$ cat config.mk
export PLATFORM = sky130hd
export DESIGN_NAME = emu_dt_sched
export DESIGN_NICKNAME = d
export VERILOG_FILES = /design/src/rtl/emu_dt_sched.sv
export SDC_FILE = /design/constraint.sdc
export NUM_CORES = 1
export LEC_CHECK = 0
export CORE_MARGIN = 4
export CORE_UTILIZATION = 58
export CTS_CLUSTER_DIAMETER = 150
export DETAILED_ROUTE_END_ITERATION = 10
export MAX_ROUTING_LAYER = met4
export PLACE_DENSITY = 0.9
export SLEW_MARGIN = 0
export SYNTH_ARGS = -nofsm -noshare
export SYNTH_HDL_FRONTEND = slang
export SYNTH_SLANG_ARGS = --single-unit
$ cat constraint.sdc
create_clock -name emu_clk -period 25.7 [get_ports emu_clk]
set_clock_uncertainty 0.15 [all_clocks]
set_input_delay 2.57 -clock emu_clk [delete_from_list [all_inputs] [get_ports emu_clk]]
set_output_delay 2.57 -clock emu_clk [all_outputs]
set_load 0.01 [all_outputs]
$ cat src/rtl/emu_dt_sched.sv
// Emulation timestep scheduler: picks the smallest pending dt among
// enabled requesters, advances emulated time and guards against stalls.
module emu_dt_sched #(
  parameter int unsigned N_REQ      = 4,
  parameter int unsigned DT_WIDTH   = 27,
  parameter int unsigned TIME_WIDTH = 48,
  parameter int unsigned ZERO_LIMIT = 16
) (
  input  logic                      emu_clk,
  input  logic                      emu_rst,
  input  logic [N_REQ*DT_WIDTH-1:0] dt_req,
  input  logic [N_REQ-1:0]          req_en,
  input  logic [DT_WIDTH-1:0]       ext_dt,
  input  logic                      run_en,
  input  logic                      step,
  input  logic                      clear_fault,
  output logic [DT_WIDTH-1:0]       emu_dt,
  output logic [N_REQ-1:0]          clk_en,
  output logic [TIME_WIDTH-1:0]     emu_time,
  output logic [31:0]               step_cnt,
  output logic                      fault,
  output logic                      time_sat
);

  localparam int unsigned ZW = $clog2(ZERO_LIMIT + 1);
  localparam int unsigned SW =
    ((TIME_WIDTH > DT_WIDTH) ? TIME_WIDTH : DT_WIDTH) + 1;
  localparam logic [ZW-1:0] ZLIM = ZW'(ZERO_LIMIT);

  typedef enum logic [1:0] {
    IDLE,
    RUN,
    STEP,
    FAULT
  } state_e;

  state_e                state_q;
  logic [TIME_WIDTH-1:0] time_q, time_d;
  logic [31:0]           cnt_q;
  logic [ZW-1:0]         zcnt_q, zcnt_d;
  logic                  sat_q;
  logic                  active;
  logic                  ovf;
  logic [SW-1:0]         sum;
  logic [DT_WIDTH-1:0]   min_dt;

  // Reset is folded in so the granted step is already zero in the reset cycle.
  assign active = ((state_q == RUN) || (state_q == STEP)) && !emu_rst;

  always_comb begin
    min_dt = ext_dt;
    for (int i = 0; i < int'(N_REQ); i++) begin
      if (req_en[i] && (dt_req[i*DT_WIDTH +: DT_WIDTH] < min_dt)) begin
        min_dt = dt_req[i*DT_WIDTH +: DT_WIDTH];
      end
    end
  end

  always_comb begin
    emu_dt = active ? min_dt : '0;
    clk_en = '0;
    for (int i = 0; i < int'(N_REQ); i++) begin
      clk_en[i] = active && req_en[i] &&
                  (dt_req[i*DT_WIDTH +: DT_WIDTH] == min_dt);
    end
  end

  always_comb begin
    sum    = SW'(time_q) + SW'(emu_dt);
    ovf    = (sum[SW-1:TIME_WIDTH] != '0);
    time_d = ovf ? '1 : sum[TIME_WIDTH-1:0];
    zcnt_d = zcnt_q;
    if (active) begin
      if (emu_dt != '0) begin
        zcnt_d = '0;
      end else if (zcnt_q != ZLIM) begin
        zcnt_d = zcnt_q + 1'b1;
      end
    end
  end

  always_ff @(posedge emu_clk) begin
    if (emu_rst) begin
      state_q <= IDLE;
      time_q  <= '0;
      cnt_q   <= '0;
      zcnt_q  <= '0;
      sat_q   <= 1'b0;
    end else begin
      if (active) begin
        time_q <= time_d;
        cnt_q  <= cnt_q + 32'd1;
        zcnt_q <= zcnt_d;
        if (ovf) sat_q <= 1'b1;
      end
      // Stall detection outranks every other transition.
      if ((state_q != FAULT) && (zcnt_d == ZLIM)) begin
        state_q <= FAULT;
      end else begin
        unique case (state_q)
          IDLE: begin
            if (run_en)    state_q <= RUN;
            else if (step) state_q <= STEP;
          end
          RUN: begin
            if (!run_en) state_q <= IDLE;
          end
          STEP: state_q <= IDLE;
          FAULT: begin
            if (clear_fault) begin
              state_q <= IDLE;
              zcnt_q  <= '0;
            end
          end
        endcase
      end
    end
  end

  assign emu_time = time_q;
  assign step_cnt = cnt_q;
  assign fault    = (state_q == FAULT);
  assign time_sat = sat_q;

endmodule

# --- Word-level counts from Yosys, hierarchy flattened ---
# Cells that the tools add are included.
op_classes:
  add_sub_neg: 3
  n_mul: 0
  div_mod_pow: 0
  n_lt_le_gt_ge: 4
  n_eq_ne: 13
  n_shift: 0
  n_mux: 19
  bitwise_logic: 0
  reduce_logical: 20
op_table:
  columns: ["cell", "count"]
  rows:
  - ["27-bit 2-to-1 mux", 5]
  - ["27-bit equality test", 4]
  - ["27-bit < comparator", 4]
  - ["48-bit by 27-bit adder with 49-bit output", 1]
  - ["48-bit 2-to-1 mux", 1]
  - ["5-bit 2-to-1 mux", 7]
  - ["32-bit by 1-bit adder with 32-bit output, second input constant", 1]
  - ["27-bit nonzero test", 1]
  - ["1-bit logical AND", 14]
  - ["2-bit 2-to-1 mux", 5]
  - ["2-bit one-hot mux with 4 select lines", 1]
  - ["3-bit by 2-bit inequality test with 1-bit output, second input constant", 2]
  - ["5-bit by 1-bit adder with 5-bit output, second input constant", 1]
  - ["5-bit equality test, second input constant", 1]
  - ["5-bit inequality test, second input constant", 1]
  - ["2-bit equality test, second input constant", 2]
  - ["4-bit inequality test, second input constant", 1]
  - ["3-bit AND reduction", 1]
  - ["2-bit by 1-bit equality test with 1-bit output, second input constant", 1]
  - ["2-bit logical NOT", 1]
  - ["2-bit inequality test, second input constant", 1]
  - ["2-bit AND reduction", 1]
  - ["1-bit logical NOT", 1]
  - ["1-bit logical OR", 1]
word_totals:
  reg_bits: 88
  latch_bits: 0
  ramBits: 0
  mem_bits_ro: 0
  in_bits: 144
  output_inout_bits: 113
  wordCells: 64
  memories: 0

# --- Depth between registers and ports, before layout ---
# Gate-level depths: netlist of run 1.
logic_depth:
  ltp_word: 20
  depth_mapped: 69
  ltp_nobuf: 61

# --- Worst setup path before layout of run 1 ---
# No wires, ideal clock.
synth_path:
  kind: "input-to-output"
  start: "input ext_dt[6]"
  end: "output clk_en[1]"
  t_arrival_ns: 13.701
  t_required_ns: 22.980
  setup_slack_ns: 9.279
  path_stages: 54
  n_path_buf: 10
  cell_sequence: "inv_1 ha_1 and3_1 a221oi_2 a31oi_4 nor2_2 clkbuf_1 clkbuf_1 nand2_1 o21ai_0 inv_1 ha_1 nand2_1 or3_1 nor3_1 nand3_1 nor3_1 nor3_1 (+18 left out) and2_1 ha_1 nand4_1 nor2_1 nand2_1 or3_1 or3_1 nor2_1 a2111oi_0 o221ai_1 clkbuf_1 clkbuf_1 clkbuf_1 o2111ai_1 nand3b_1 o2111ai_1 a2111o_1 nor4_2"
synth_between:
  elab_chain_len: 14
synth_rtl:
  columns: ["item", "line_no", "rtl"]
  rows:
  - ["start, declared", "13", "input logic [DT_WIDTH-1:0] ext_dt,"]
  - ["27-bit < comparator", "53", "if (req_en[i] && (dt_req[i*DT_WIDTH +: DT_WIDTH] < min_dt)) begin"]
  - ["1-bit logical AND", "53", null]
  - ["27-bit 2-to-1 mux *", "53", null]
  - ["27-bit < comparator", "53", null]
  - ["1-bit logical AND", "53", null]
  - ["27-bit 2-to-1 mux *", "53", null]
  - ["27-bit < comparator", "53", null]
  - ["1-bit logical AND", "53", null]
  - ["27-bit 2-to-1 mux *", "53", null]
  - ["27-bit < comparator", "53", null]
  - ["1-bit logical AND", "53", null]
  - ["27-bit 2-to-1 mux *", "53", null]
  - ["27-bit equality test *", "64", "(dt_req[i*DT_WIDTH +: DT_WIDTH] == min_dt);"]
  - ["1-bit logical AND *", "63", "clk_en[i] = active && req_en[i] &&"]
  - ["end, declared", "18", "output logic [N_REQ-1:0] clk_en,"]
# Every way passes the cells marked *; elsewhere a longest branch is shown, timed or not.

# --- Final worst setup path of run 1 ---
layout_path:
  start: "input dt_req[5]"
  end: "output clk_en[1]"
layout_between:
  elab_chain_len: 14
layout_rtl:
  columns: ["item", "line_no", "rtl"]
  rows:
  - ["start, declared", "11", "input logic [N_REQ*DT_WIDTH-1:0] dt_req,"]
  - ["27-bit < comparator", "53", null]
  - ["1-bit logical AND", "53", null]
  - ["27-bit 2-to-1 mux *", "53", null]
  - ["27-bit < comparator", "53", null]
  - ["1-bit logical AND", "53", null]
  - ["27-bit 2-to-1 mux *", "53", null]
  - ["27-bit < comparator", "53", null]
  - ["1-bit logical AND", "53", null]
  - ["27-bit 2-to-1 mux *", "53", null]
  - ["27-bit < comparator", "53", null]
  - ["1-bit logical AND", "53", null]
  - ["27-bit 2-to-1 mux *", "53", null]
  - ["27-bit equality test *", "64", null]
  - ["1-bit logical AND *", "63", null]
# Marked as above.

==> run summary, run 1 <==
The number of nets in the layout was 2187. Fraction of the core area covered by cells at the end of the flow: 0.734. The share of post-route cells with drive strength above 1 came out at 0.0450. Path type of the worst setup path: input pin to primary output.

In this run the critical register-to-register path is captured at emu_time[23]$_SDFFE_PP0P_. Data on the critical path is required at its endpoint by 22980 ps. The height of the chip was 154 um.

The top cell types in the final layout, fill and taps aside, are sky130_fd_sc_hd__clkdlybuf4s50_1 (255), sky130_fd_sc_hd__a21oi_1 (142), sky130_fd_sc_hd__nor2_1 (142), sky130_fd_sc_hd__ha_1 (135), sky130_fd_sc_hd__inv_1 (122). Counting instances, the worst hold path has a depth of 2. The die footprint is 23600 um^2, and the initial antenna violation count is 2.

For the first-pass GRT wire length, the log shows 86600 um. sky130_fd_sc_hd__dfxtp_1 takes more of the synthesized area than any other cell. The initialized floorplan defines 53 standard-cell rows. For this run, the slowest stage of the critical path takes 850 ps. TritonCTS built the clock tree.

Number of buffer cells added on primary ports: 256. The headroom to the max-slew limit came out at 0.279. The finished layout holds 2191 standard cells, fillers aside. The placer congestion estimate is 1.21.

The worst-case IR drop observed on VDD is 36.8 uV. Along the worst path, the maximum fanout reaches 45. In the routed design, unresolved DRC markers number 0. Worst-margin pin slew: 1050 ps. Summed over all layers, the global routing overflow is 0. The run gives 1760 um^2 as the area of all sequential standard cells.

STA classifies the critical path startpoint as an input pin. The final critical-path share of the clock period works out to 0.800. The run gives 15400 um^2 as the cell area after layout.

Cell with the most instances on the worst path: sky130_fd_sc_hd__buf_4. Count of pins over their slew limit: 0. The clock transition at the registers of the reported paths is 70 ps. Counting I/O delays and the setup requirement, the final critical path takes 20560 ps. The area growth from synthesis to final layout was 25.0%; the total standard cell area after synthesis was 12300 um^2. Setup repair after global routing left no endpoint under its margin. Setup slack on the worst reg-to-reg path comes out at 19910 ps. The initial core utilization was 0.588. The maximum level of the CTS H-tree was 3.

The root buffer cell was sky130_fd_sc_hd__clkbuf_16. Dividing the detail-routed via count by the number of cells gives 7.12. Yosys attributes the largest share of cell area to sky130_fd_sc_hd__dfxtp_1 (14%), sky130_fd_sc_hd__ha_1 (14%), sky130_fd_sc_hd__a21oi_1 (5.8%). The total half-perimeter wirelength after legalization and detailed placement was 44800 um; the hold buffer count at CTS was 0. The logs give 2214 for the number of violations reported at the end of detailed-routing iteration 0 and 0 for the final number of setup-violating endpoints.

STA classifies the critical path endpoint as a primary output. The number of placed cells counting well taps is 2171, and the number of top-level design ports is 257. TritonCTS created 9 clock buffers. At the later pin of the worst-skew pair, clock insertion delay measures 360 ps.

Remaining antenna violation count after routing: 0. The combinational group share of total power is 0.619, and the number of clock sinks is 88. For this block, the via count after detailed routing is 15605. Summed over all nets, the switching power comes to 367 uW.

The number of buffers on the longest clock path came out at 2. The total of flip-flops plus latches after synthesis was 88; the number of synthesized flops with an enable pin was 0. Async set-or-reset flop fraction in the synthesized netlist: 0. The synthesized net count came out at 1976.

The sequential power share was 0.199; the fraction of power spent switching nets was 0.491. The layout has 1712 filler cells. The worst reg-to-reg path cell count came out at 22. The tools report the via count of the first global-routing pass as 15038. The die is 154 um wide.

After detailed routing, the total wire length is 57600 um. The slowest stage cell on the critical path is sky130_fd_sc_hd__a2111oi_0. Dividing total power by cell area gives a power density of 48.6 nW/um^2. The synthesized area per cell is 7.26 um^2. Among all flip-flop cells after synthesis, the most frequent one is sky130_fd_sc_hd__dfxtp_1. Entering global routing, the biggest net connects 89 pins. In the final routed layout, each cell accounts on average for 26.3 um.

The startpoint identified for the worst hold timing path is time_sat$_SDFFE_PP0P_. The logs give 9790 um^2 for the area occupied by multi-input gates and 0 for the number of max-cap violations. Yosys mapped the design onto 79 distinct sky130hd cell types. In the synthesized netlist, the number of instances is 1696. The fraction of post-synthesis cell area in the top cell type by area was 0.143.

The floorplan step defined a core boundary enclosing 21000 um^2. Before antenna repair, the detailed router went through 9 iterations. Cell internal power was estimated by the tool at 381 uW.

The startpoint identified for the worst register-to-register timing path is state_q[1]$_SDFFE_PP0P_. The placed instances occupy a cell area of 15100 um^2. Top achievable clock speed: 0.0486 GHz.

The flow ran to the end, and the final reports show no timing, DRC or antenna violations. Share of total power in the clock network: 0.182. The run gives 0 as the post-cts resize count. The tightest min-delay check is of the flop to flop type. For this run, the number of Yosys warnings is 0. For the final routed database, the setup TNS stands at 0 ps. The tools report the worst hold path endpoint as time_sat$_SDFFE_PP0P_. Final number of hold-violating endpoints: 0.

The run gives 0.143 as the proportion of synthesized chip area in sequential cells. The tools report the total global-route track usage as 0.478. The most common library cell in the layout ignoring fill and taps is sky130_fd_sc_hd__clkdlybuf4s50_1. The run gives 17840 ps as the arrival time at the worst endpoint. Once the clock tree was built, the setup fixing pass inserted 0 buffers.

Leakage dissipation: 0.00641 uW.
==> critical path: cells and delay by family <==
kind / cells / cell delay [ps]
AOI/OAI and AO/OA: 15 / 5750
xor gates and xnor gates: 1 / 120
buffers and inverters: 8 / 3330
adders and majority gates: 4 / 1160
and+or+nand+nor: 19 / 4400
muxes: 1 / 410
==> registers in the layout, summed over array words and instances (netlist names) <==
name,flops
emu_time,48
step_cnt,32
zcnt_q,5
state_q,2
time_sat,1
==> layout make-up <==
class | count | area share
antenna | 4 | 0.000650
clock buffer | 9 | 0.0146
clock inverter | 7 | 0.00455
inverter | 122 | 0.0298
multi-input combinational | 1407 | 0.636
sequential | 88 | 0.114
tap | 275 | 0.0224
timing repair buffer | 279 | 0.177
==> per-stage QoR <==
stage	hold WS, ps	setup slack [ps]	total power (uW)
floorplan	328	9280	414
global placement	308	6290	578
detailed placement	319	5790	583
CTS	330	5750	722
global route	367	4680	774
finish	336	5140	748
==> worst max-delay path by stage <==
stage                     startpoint   endpoint  slack (ps)  cells after the start
after global routing      dt_req[25]  clk_en[1]        4680                     49
after detailed placement   dt_req[6]  clk_en[1]        5790                     48
final                      dt_req[5]  clk_en[1]        5140                     48
after global placement    ext_dt[16]  clk_en[1]        6290                     50
after floorplan            ext_dt[6]  clk_en[1]        9280                     54
after CTS                  dt_req[6]  clk_en[1]        5750                     48
==> logic make-up (layout without fill, tap and decap cells) <==
kind of cell,Yosys count,count (layout),share of synthesized area
AND/OR/NAND/NOR,619,619,0.266
AO/OA/AOI/OAI,514,514,0.284
buffers and inverters,201,417,0.0636
adder cells (fa/ha/maj),136,136,0.139
XOR/XNOR,88,88,0.0626
flip-flops,88,88,0.143
multiplexers,50,50,0.0421
other,0,4,0
==> cell usage after synthesis (5+ instances only) <==
cell,number
sky130_fd_sc_hd__a2111o_1,6
sky130_fd_sc_hd__a2111oi_0,12
sky130_fd_sc_hd__a211o_1,5
sky130_fd_sc_hd__a211oi_1,26
sky130_fd_sc_hd__a21o_1,47
sky130_fd_sc_hd__a21oi_1,142
sky130_fd_sc_hd__a221oi_1,22
sky130_fd_sc_hd__a22oi_1,6
sky130_fd_sc_hd__a311oi_1,7
sky130_fd_sc_hd__a31oi_1,11
sky130_fd_sc_hd__and2_1,35
sky130_fd_sc_hd__and3_1,34
sky130_fd_sc_hd__and4_1,19
sky130_fd_sc_hd__buf_2,14
sky130_fd_sc_hd__clkbuf_1,59
sky130_fd_sc_hd__dfxtp_1,88
sky130_fd_sc_hd__ha_1,135
sky130_fd_sc_hd__inv_1,122
sky130_fd_sc_hd__mux2_2,14
sky130_fd_sc_hd__mux2i_1,36
sky130_fd_sc_hd__nand2_1,97
sky130_fd_sc_hd__nand2b_1,11
sky130_fd_sc_hd__nand3_1,63
sky130_fd_sc_hd__nand3b_1,16
sky130_fd_sc_hd__nand4_1,40
sky130_fd_sc_hd__nand4b_1,5
sky130_fd_sc_hd__nor2_1,142
sky130_fd_sc_hd__nor2b_1,8
sky130_fd_sc_hd__nor3_1,59
sky130_fd_sc_hd__nor4_1,24
sky130_fd_sc_hd__nor4b_1,5
sky130_fd_sc_hd__o2111ai_1,34
sky130_fd_sc_hd__o211ai_1,33
sky130_fd_sc_hd__o21a_1,7
sky130_fd_sc_hd__o21ai_0,96
sky130_fd_sc_hd__o221ai_1,14
sky130_fd_sc_hd__or2_2,11
sky130_fd_sc_hd__or3_1,31
sky130_fd_sc_hd__or4_1,7
sky130_fd_sc_hd__xnor2_1,39
sky130_fd_sc_hd__xor2_1,49
==> routing by layer <==
| layer | share of wire | up-vias | wire, um | track usage |
|---|---|---|---|---|
| li1 | - | 6846 | - | - |
| met3 | 0.14 | 378 | 8040 | 0.152 |
| met5 | 0 | - | 0 | - |
| met4 | 0.085 | 0 | 4920 | 0.303 |
| met1 | 0.36 | 7130 | 21000 | 0.575 |
| met2 | 0.41 | 1251 | 23700 | 0.689 |
==> power groups by stage <==
stage	sequential [uW]	combinational (uW)	clock, uW
2_1_floorplan	153	261	0
3_3_place_gp	151	427	0
3_5_place_dp	152	432	0
4_1_cts	149	436	137
5_1_grt	150	483	142
6_report	149	463	136
Note: power is estimated with default switching activity, not from simulation.
==> run 2: changes to the inputs <==
--- a/config.mk
+++ b/config.mk
@@ -6,11 +6,11 @@
 export NUM_CORES = 1
 export LEC_CHECK = 0
 export CORE_MARGIN = 4
-export CORE_UTILIZATION = 58
+export CORE_UTILIZATION = 48
 export CTS_CLUSTER_DIAMETER = 150
 export DETAILED_ROUTE_END_ITERATION = 10
 export MAX_ROUTING_LAYER = met4
-export PLACE_DENSITY = 0.9
+export PLACE_DENSITY = 0.8
 export SLEW_MARGIN = 0
 export SYNTH_ARGS = -nofsm -noshare
 export SYNTH_HDL_FRONTEND = slang
==> constraint.sdc (replaced) <==
create_clock -name emu_clk -period 16.7 [get_ports emu_clk]
set_clock_uncertainty 0.15 [all_clocks]
set_input_delay 1.67 -clock emu_clk [delete_from_list [all_inputs] [get_ports emu_clk]]
set_output_delay 1.67 -clock emu_clk [all_outputs]
set_load 0.01 [all_outputs]
==> run 2 against run 1 <==
Setup slack worse by 4700 ps. Cell area is 4.5% higher. Routed wire length is 12% higher. Largest cell class unchanged.
==> run summary, run 2 (synthesis gave the netlist of run 1 again) <==
The post-placement setup slack is -271 ps (-6070 ps), and the fraction of the core area covered by cells at the end of the flow is 0.639 (-0.0958). The flow ran to the end, and the final reports show no timing, DRC or antenna violations. The via count of the first global-routing pass was 15164 (+0.84%); the cell area after layout was 16100 um^2 (+4.5%). The largest stage delay on the critical path is 710 ps (-140 ps). The total overflow reported by the global router came out at 0 (unchanged). The area growth from synthesis to final layout was 30.6%; the placer congestion estimate was 1.18 (-3.0%). The total clock buffers created by CTS was 9 (unchanged); the die footprint was 28300 um^2 (+20%). First-pass GRT wire length: 94600 um (+9.2%). The initial core utilization came out at 0.489 (-0.0986). By startpoint and endpoint, the worst setup path is classified as input pin to primary output.

The number of violations reported at the end of detailed-routing iteration 0 was 2184 (-1.4%). The most common library cell in the layout ignoring fill and taps was sky130_fd_sc_hd__clkdlybuf4s50_1. The peak supply drop was 52.8 uV (+44%).

The run gives 0 (unchanged) as the post-route DRC violation count. The slowest stage cell on the critical path was sky130_fd_sc_hd__mux2i_1. The power per standard cell area was 76.3 nW/um^2 (+57%).

Type of the worst min-delay path: flop to flop. For the headroom to the max-slew limit, the log shows 0.404 (+0.125). The leakage dissipation is 0.00675 uW (+5.3%), and the number of flip-flops in the largest register is 48 (unchanged). The post-layout worst setup margin is 437 ps (-4700 ps), and the number of buffer cells added on primary ports is 256 (unchanged). The logs give 14440 ps (-3400 ps) for the arrival time at the worst endpoint and 64800 um (+12%) for the aggregate routed wire length. Static timing analysis puts the maximum clock frequency at 0.0615 GHz. Leaving out fill and tap cells, the most frequent cells in the layout are sky130_fd_sc_hd__clkdlybuf4s50_1 (255), sky130_fd_sc_hd__a21oi_1 (141), sky130_fd_sc_hd__nor2_1 (141), sky130_fd_sc_hd__ha_1 (135), sky130_fd_sc_hd__inv_1 (122). The tools report the startpoint class of the critical path as an input pin. The number of iterations in the first detailed-routing pass is 8 (-1).

For the area of the core, the log shows 25200 um^2 (+20%). For the largest net degree at the start of global routing, the log shows 88 (-1.1%). For the finished layout, the period the worst path requires is 16260 ps. The height of the chip was 168 um (+9.4%). The critical path endpoint category was a primary output. The logs give 15950 (+2.2%) for the number of vias in the routed layout and 51100 um (+14%) for the total half-perimeter wirelength after legalization and detailed placement. The number of rows created at floorplan was 58 (+9.4%). The overall die width was 168 um (+9.4%). The hold buffer count at CTS was 0 (unchanged).

Maximum fanout count along the critical path: 44 (-2.2%). For the data required time at the worst endpoint, the log shows 14880 ps (-8100 ps). Root buffer cell: sky130_fd_sc_hd__clkbuf_16. The logs give 0.447 (-0.0307) for the total global-route track usage and 2250 (+2.9%) for the number of nets in the layout. The maximum level of the CTS H-tree is 3 (unchanged), and the share of post-route cells with drive strength above 1 is 0.0795 (+0.0345). The via count normalized by instance count was 6.91 (-2.9%); the final critical-path share of the clock period was 0.974.

The worst-margin pin slew is 894 ps (-158 ps), and the number of clock sinks is 88 (unchanged). For the placed standard-cell area, the log shows 15600 um^2 (+3.6%). The later-pin clock latency in the skew report was 360 ps (about the same). The setup TNS is 0 ps (unchanged), and the remaining antenna violation count after routing is 0 (unchanged). Setup repair after global routing left no endpoint under its margin. The final number of setup-violating endpoints was 0 (unchanged); the number of buffers on the longest clock path was 2 (unchanged). The initial antenna violation count is 1 (-1). TritonCTS built the clock tree. The routed wire length per instance was 28.1 um (+6.8%); the number of max-cap violations was 0 (unchanged).

The clock transition at the registers of the reported paths is 70 ps (about the same). The count of pins over their slew limit is 0 (unchanged). The number of top-level design ports was 257 (unchanged); the final number of hold-violating endpoints was 0 (unchanged).
run 2: final timing paths:
path	startpoint	to	slack [ps]	depth (start not counted)
min	time_sat$_SDFFE_PP0P_	time_sat$_SDFFE_PP0P_	340	2
min reg2reg	time_sat$_SDFFE_PP0P_	time_sat$_SDFFE_PP0P_	340	2
max	dt_req[21]	clk_en[2]	440	44
max reg2reg	state_q[0]$_SDFFE_PP0P_	emu_time[33]$_SDFFE_PP0P_	10630	19
run 2: what timing repair did:
item | CTS | global route
resized for setup | 3 | 12
endpoints found under the setup margin | 2 | 59
pin swaps | 0 | 6
buffers inserted | 0 | 12
run 2: critical path, delay by kind of cell:
kind | cells | cell delay (ps)
AND/OR/NAND/NOR | 24 | 6840
AO/OA/AOI/OAI | 9 | 1790
multiplexers | 1 | 710
adder cells (fa/ha/maj) | 4 | 1350
buffers and inverters | 6 | 2050
run 2: final cells by class:
cell class | instances | area, um^2
antenna | 2 | 5.00
clock buffer | 9 | 225
clock inverter | 7 | 70.1
fill | 2178 | 9100
inverter | 122 | 458
multi-input combinational | 1407 | 9840
sequential | 88 | 1760
tap | 330 | 413
timing repair buffer | 342 | 3300
run 2: per-stage QoR:
stage                     cells  power, uW  hold WS (ps)
after floorplan            1696        638           328
after global placement     2277        968           308
after detailed placement   2277        967           321
after CTS                  2293       1180           343
after global routing       2306       1270           369
final                      2307       1230           339
run 2: power breakdown:
group | internal [uW] | switching (uW) | total, uW
Combinational | 297 | 489 | 786
Sequential | 220 | 10.0 | 230
Clock | 106 | 105 | 211
run 2: layer usage:
layer | vias to the layer above | wire [um] | global-route usage
li1 | 6959 | - | -
met1 | 7455 | 24700 | 0.561
met2 | 1217 | 27500 | 0.670
met3 | 319 | 8050 | 0.104
met4 | 0 | 4490 | 0.233
met5 | - | 0 | -
